### src/rtl/lane_trace_capture.sv
// ============================================================================
// lane_trace_capture: timestamps RX/TX lane payloads into records and buffers
// them in a show-ahead FIFO drained over a ready/valid port.
// Revision: 1.0
// ============================================================================
`default_nettype none

module lane_trace_capture #(
  parameter int LANS     = 4,
  parameter int BYTES    = 2,
  parameter int DEPTH    = 16,
  parameter int TS_W     = 64,
  parameter int MODE_RST = 0,
  localparam int REC_W   = TS_W + 2*LANS*(9*BYTES+1),
  localparam int LVL_W   = $clog2(DEPTH) + 1
) (
  input  logic                    clk,
  input  logic                    rst_n,
  input  logic                    cap_en,
  input  logic [1:0]              mode,
  input  logic [LANS*BYTES*8-1:0] rdat,
  input  logic [LANS*BYTES-1:0]   rdatk,
  input  logic [LANS-1:0]         rdatv,
  input  logic [LANS*BYTES*8-1:0] tdat,
  input  logic [LANS*BYTES-1:0]   tdatk,
  input  logic [LANS-1:0]         tdatv,
  output logic [REC_W-1:0]        rec_data,
  output logic                    rec_valid,
  input  logic                    rec_ready,
  output logic [LVL_W-1:0]        level,
  output logic [15:0]             drop_cnt,
  output logic                    overflow
);

  localparam int c_p_w   = 2*LANS*(9*BYTES+1);
  localparam int c_ptr_w = $clog2(DEPTH);

  localparam logic [1:0] c_mode_valid  = 2'd1;
  localparam logic [1:0] c_mode_change = 2'd2;

  generate
    if (DEPTH < 2 || (DEPTH & (DEPTH - 1)) != 0) begin : g_bad_depth
      $error("lane_trace_capture: DEPTH must be a power of two >= 2");
    end
    if (MODE_RST < 0 || MODE_RST > 3) begin : g_bad_mode_rst
      $error("lane_trace_capture: MODE_RST must be in 0..3");
    end
  endgenerate

  logic [TS_W-1:0]    r_ts;
  logic               r_first;
  logic [c_p_w-1:0]   r_prev_p;
  logic [REC_W-1:0]   r_mem [DEPTH];
  logic [c_ptr_w-1:0] r_wr_ptr;
  logic [c_ptr_w-1:0] r_rd_ptr;
  logic [LVL_W-1:0]   r_level;
  logic [15:0]        r_drop_cnt;
  logic               r_overflow;

  logic [c_p_w-1:0]   w_payload;
  logic               w_capture;
  logic               w_full;
  logic               w_pop;
  logic               w_push;
  logic               w_drop;

  assign w_payload = {rdatv, rdatk, rdat, tdatv, tdatk, tdat};

  // Mode is applied combinationally, so a new mode governs the very cycle it is sampled.
  always_comb begin
    w_capture = 1'b0;
    if (cap_en) begin
      case (mode)
        c_mode_valid:  w_capture = (|rdatv) | (|tdatv);
        c_mode_change: w_capture = r_first | (w_payload != r_prev_p);
        default:       w_capture = 1'b1;
      endcase
    end
  end

  assign w_full = (r_level == LVL_W'(DEPTH));
  assign w_pop  = rec_valid & rec_ready;
  assign w_push = w_capture & (~w_full | w_pop);
  assign w_drop = w_capture & w_full & ~w_pop;

  always_ff @(posedge clk) begin
    if (!rst_n) begin
      r_ts       <= '0;
      r_first    <= 1'b1;
      r_prev_p   <= '0;
      r_wr_ptr   <= '0;
      r_rd_ptr   <= '0;
      r_level    <= '0;
      r_drop_cnt <= '0;
      r_overflow <= 1'b0;
    end else begin
      r_ts     <= r_ts + TS_W'(1);
      r_first  <= ~cap_en;
      r_prev_p <= w_payload;
      if (w_push) r_wr_ptr <= r_wr_ptr + c_ptr_w'(1);
      if (w_pop)  r_rd_ptr <= r_rd_ptr + c_ptr_w'(1);
      case ({w_push, w_pop})
        2'b10:   r_level <= r_level + LVL_W'(1);
        2'b01:   r_level <= r_level - LVL_W'(1);
        default: r_level <= r_level;
      endcase
      if (w_drop) begin
        r_overflow <= 1'b1;
        if (r_drop_cnt != 16'hFFFF) r_drop_cnt <= r_drop_cnt + 16'd1;
      end
    end
  end

  // When full with a simultaneous pop, the write lands in the slot being read out.
  always_ff @(posedge clk) begin
    if (w_push) r_mem[r_wr_ptr] <= {r_ts, w_payload};
  end

  assign rec_data  = r_mem[r_rd_ptr];
  assign rec_valid = (r_level != '0);
  assign level     = r_level;
  assign drop_cnt  = r_drop_cnt;
  assign overflow  = r_overflow;

endmodule

`default_nettype wire

### config.mk
export PLATFORM = sky130hd
export DESIGN_NAME = lane_trace_capture
export DESIGN_NICKNAME = d
export VERILOG_FILES = /design/src/rtl/lane_trace_capture.sv
export SDC_FILE = /design/constraint.sdc
export NUM_CORES = 2
export LEC_CHECK = 0
export ABC_AREA = 1
export CAP_MARGIN = 20
export CORE_UTILIZATION = 45
export CTS_CLUSTER_DIAMETER = 80
export DETAILED_ROUTE_END_ITERATION = 6
export PLACE_DENSITY = 0.6
export SYNTH_ARGS = -nofsm -noshare
export SYNTH_HDL_FRONTEND = slang
export SYNTH_SLANG_ARGS = --single-unit
export TNS_END_PERCENT = 30
### constraint.sdc
create_clock -name clk -period 18.5 [get_ports clk]
set_input_delay 3.7 -clock clk [delete_from_list [all_inputs] [get_ports clk]]
set_output_delay 3.7 -clock clk [all_outputs]
set_load 0.01 [all_outputs]
==> run_results.csv <==
group,metric,value,unit
outcome,outcome,"finished clean",
clocking,holdBufCountCts,0,
hold_path,min-delay-start,"overflow",
detailed_routing,vias_per_cell,5.95,
sta,max_slew_margin,3.88,%
sta,fmax,92.9,MHz
global_route,grt_antenna_before_repair,54,
synth,synth_top_cell_by_area,"edfxtp_1",
critical_path,r2r-start,"r_prev_p[66]",
floorplan,fp.dieW,568,µm
synth,yosysMostFrequentCell,"edfxtp_1",
detailed_routing,ant_nets,0,
floorplan,core,319000,µm²
sta,post-route-period-util,58.2,%
global_route,grt_pass1_vias,91216,
sta,hold-worst-slack,0.480,ns
floorplan,ioPinCount,397,
critical_path,arrival,7.06,ns
floorplan,die_y,568,µm
critical_path,start_kind,"flop",
floorplan,std_cell_rows,207,
synth,yosys_warnings,0,
placed_design,gp_congestion,0.814,
synth,postSynthCellCount,11191,
clocking,cts_sinks,3707,
clocking,htreeDepth,5,
synth,synth_edf_count,3456,
sta,setup_viol,0,
clocking,cts_buffers,386,
detailed_routing,firstDrtPassIters,6,
detailed_routing,remaining_drc_errors,0,
global_route,grt_max_degree,253,
detailed_routing,drt-wirelength-per-cell,26.8,µm
layout,final_nets,11606,
critical_path,required,14.80,ns
sta,fin_skew,0.0825,ns
power,peakVddDrop,0.0000932,V
layout,drive_gt1_share,7.15,%
power,power_density,135,nW/µm²
sta,tightest_slew,1.44,ns
sta,hold_viol_final,0,
placed_design,placement.io_buffers,396,
hold_path,hold_path_class,"flop to flop",
floorplan,dieArea,323000,µm²
clocking,clock_latency,0.98,ns
critical_path,worstSetupPathType,"flop to output port",
clocking,cts.root.buffer_cell,"clkbuf_16",
sta,post-route-min-period,10.76,ns
flow_run,cap_violations,0,
synth,avgSynthCellArea,12.9,µm²
global_route,grt_pass1_wl,618000,µm
synth,synthTopCellsByArea,"edfxtp_1 72%, o21ai_0 7.1%, nor2_1 5.6%",
clocking,post_cts_resized,0,
layout,n_fill_cell,26380,
synth,yosysSeqAreaShare,75.4,%
synth,ys_ff_latch,3707,
synth,synthFlopType,"edfxtp_1",
clocking,postCtsSetupRepairBufs,0,
placed_design,hpwl,230000,µm
synth,synth_common_cells,"3,456 x edfxtp_1, 2,136 x nor2_1, 2,048 x o21ai_0, 675 x clkbuf_1, 624 x o22ai_1",
sta,slew_viol_final,0,
detailed_routing,wl,428000,µm
detailed_routing,drt_iter0_drc,11376,
detailed_routing,route.vias.total,95057,
synth,syn-num-nets,11362,
sta,fin_tns_setup,0,ns
synth,ys_async_sr_fraction,0,%
global_route,grt_usage,25.7,%
clocking,clk_path_buf_depth,4,
layout,area_growth,14.6,%
global_route,overflow,0,
clocking,cts_tree,"done",
floorplan,start_util,45.3,%
critical_path,critPathMaxFanout,176,
power,p_leak,55.4,nW
synth,netlist_area,144000,µm²
critical_path,endpoint_kind,"output port",
sta,grt_setup_unrepaired,"false",
critical_path,worstRegToRegCells,17,
clocking,clk_pin_slew_worst_paths,0.06,ns
synth,synth_cell_types,49,
synth,synth_top_cell_area_share,71.9,%
hold_path,whs_path_depth,1,
## worst max-delay path, cell delays in order (launching register included)
cell and delay, ns:
dfxtp_4 0.46, buf_12 0.45, buf_4 0.82, buf_4 0.95
buf_4 0.88, buf_4 0.33, buf_16 0.34, o21ai_0 0.17
o22ai_1 0.20, o21ai_0 0.12, o22ai_1 0.51, clkdlybuf4s50_1 0.65
## routing by layer
metal / track usage (%) / part of all wire (%)
met4: 7.41 / 2.7
met3: 4.10 / 8.6
met1: 36.5 / 42
met5: 0 / 0.027
met2: 41.1 / 47
## registers in the layout (all words and copies together) (netlist names), named ones only
register	count
r_rd_ptr	4
drop_cnt	16
r_mem	3456
r_wr_ptr	4
r_ts	64
r_first	1
r_prev_p	152
overflow	1
level	5
## per-stage QoR
stage / instances / util (%) / worst slack, ns / power, mW / cell area [µm²]
after floorplan: 11191 / - / 3.87 / 12.4 / 144000
after global placement: 15222 / 47.9 / 8.17 / 14.6 / 153000
after detailed placement: 15224 / 47.9 / 8.10 / 14.7 / 153000
after CTS: 15944 / 51.9 / 7.33 / 22.4 / 165000
after global routing: 15960 / 51.9 / 7.31 / 23.2 / 165000
final: 15968 / 51.9 / 7.74 / 22.3 / 165000
## kinds of logic (layout without fill, tap and decap cells)
group / Yosys count / after routing / synth area share, %
AOI/OAI and AO/OA: 3226 / 3226 / 12.9
DFF: 3707 / 3707 / 75.4
muxes: 21 / 21 / 0.146
buffers and inverters: 1200 / 1776 / 3.15
xor gates and xnor gates: 46 / 46 / 0.279
other: 0 / 21 / 0
and+or+nand+nor: 2978 / 2978 / 8.09
adders and majority gates: 13 / 13 / 0.118
## path summary, 6_finish.rpt
check,endpoint,slack [ns]
max,rec_data[61],7.74
max reg2reg,r_mem[15][47],12.11
min,overflow,0.48
min reg2reg,overflow,0.48
## cell usage in the layout, fill, tap and decap left out, types with 6 or more instances in the layout
cell and instances:
clkinvlp_4 9, xor2_1 30, edfxtp_1 3456, buf_4 186
nor3_1 47, clkinv_2 80, nor2_4 23, nand2_2 7
nand2_1 623, o211ai_1 124, ha_1 12, a31oi_1 6
o22ai_1 624, nand4_1 15, nand3_1 112, clkbuf_16 389
a21oi_1 63, clkinv_1 66, dfxtp_1 247, o21ai_0 2045
o21ai_1 6, xnor2_1 16, o21a_1 9, clkbuf_1 82
bufinv_16 27, nor4_1 9, clkinv_16 11, clkbuf_8 35
nor2_1 2120, diode_2 21, inv_1 446, clkdlybuf4s50_1 395
buf_12 16, inv_16 7, mux2i_1 21, o32ai_1 14
o221ai_1 328
## report_power, final
part	total (mW)	internal [mW]	switching [mW]
logic	5.21	1.65	3.56
clock network	7.72	4.42	3.30
registers	9.38	9.31	0.0715
total	22.3	15.4	6.93
## cell type report
cell class	count	area, µm²	area share, %
diodes	21	52.6	0.0318
clock buffers	506	10500	6.36
clock inverters	214	2170	1.31
inverters	454	1740	1.05
multi-input cells	6284	31200	18.8
flip-flops and latches	3707	109000	65.8
well taps	4180	5230	3.16
repair buffers	602	5780	3.49
Power figures use the tool's default switching activity.
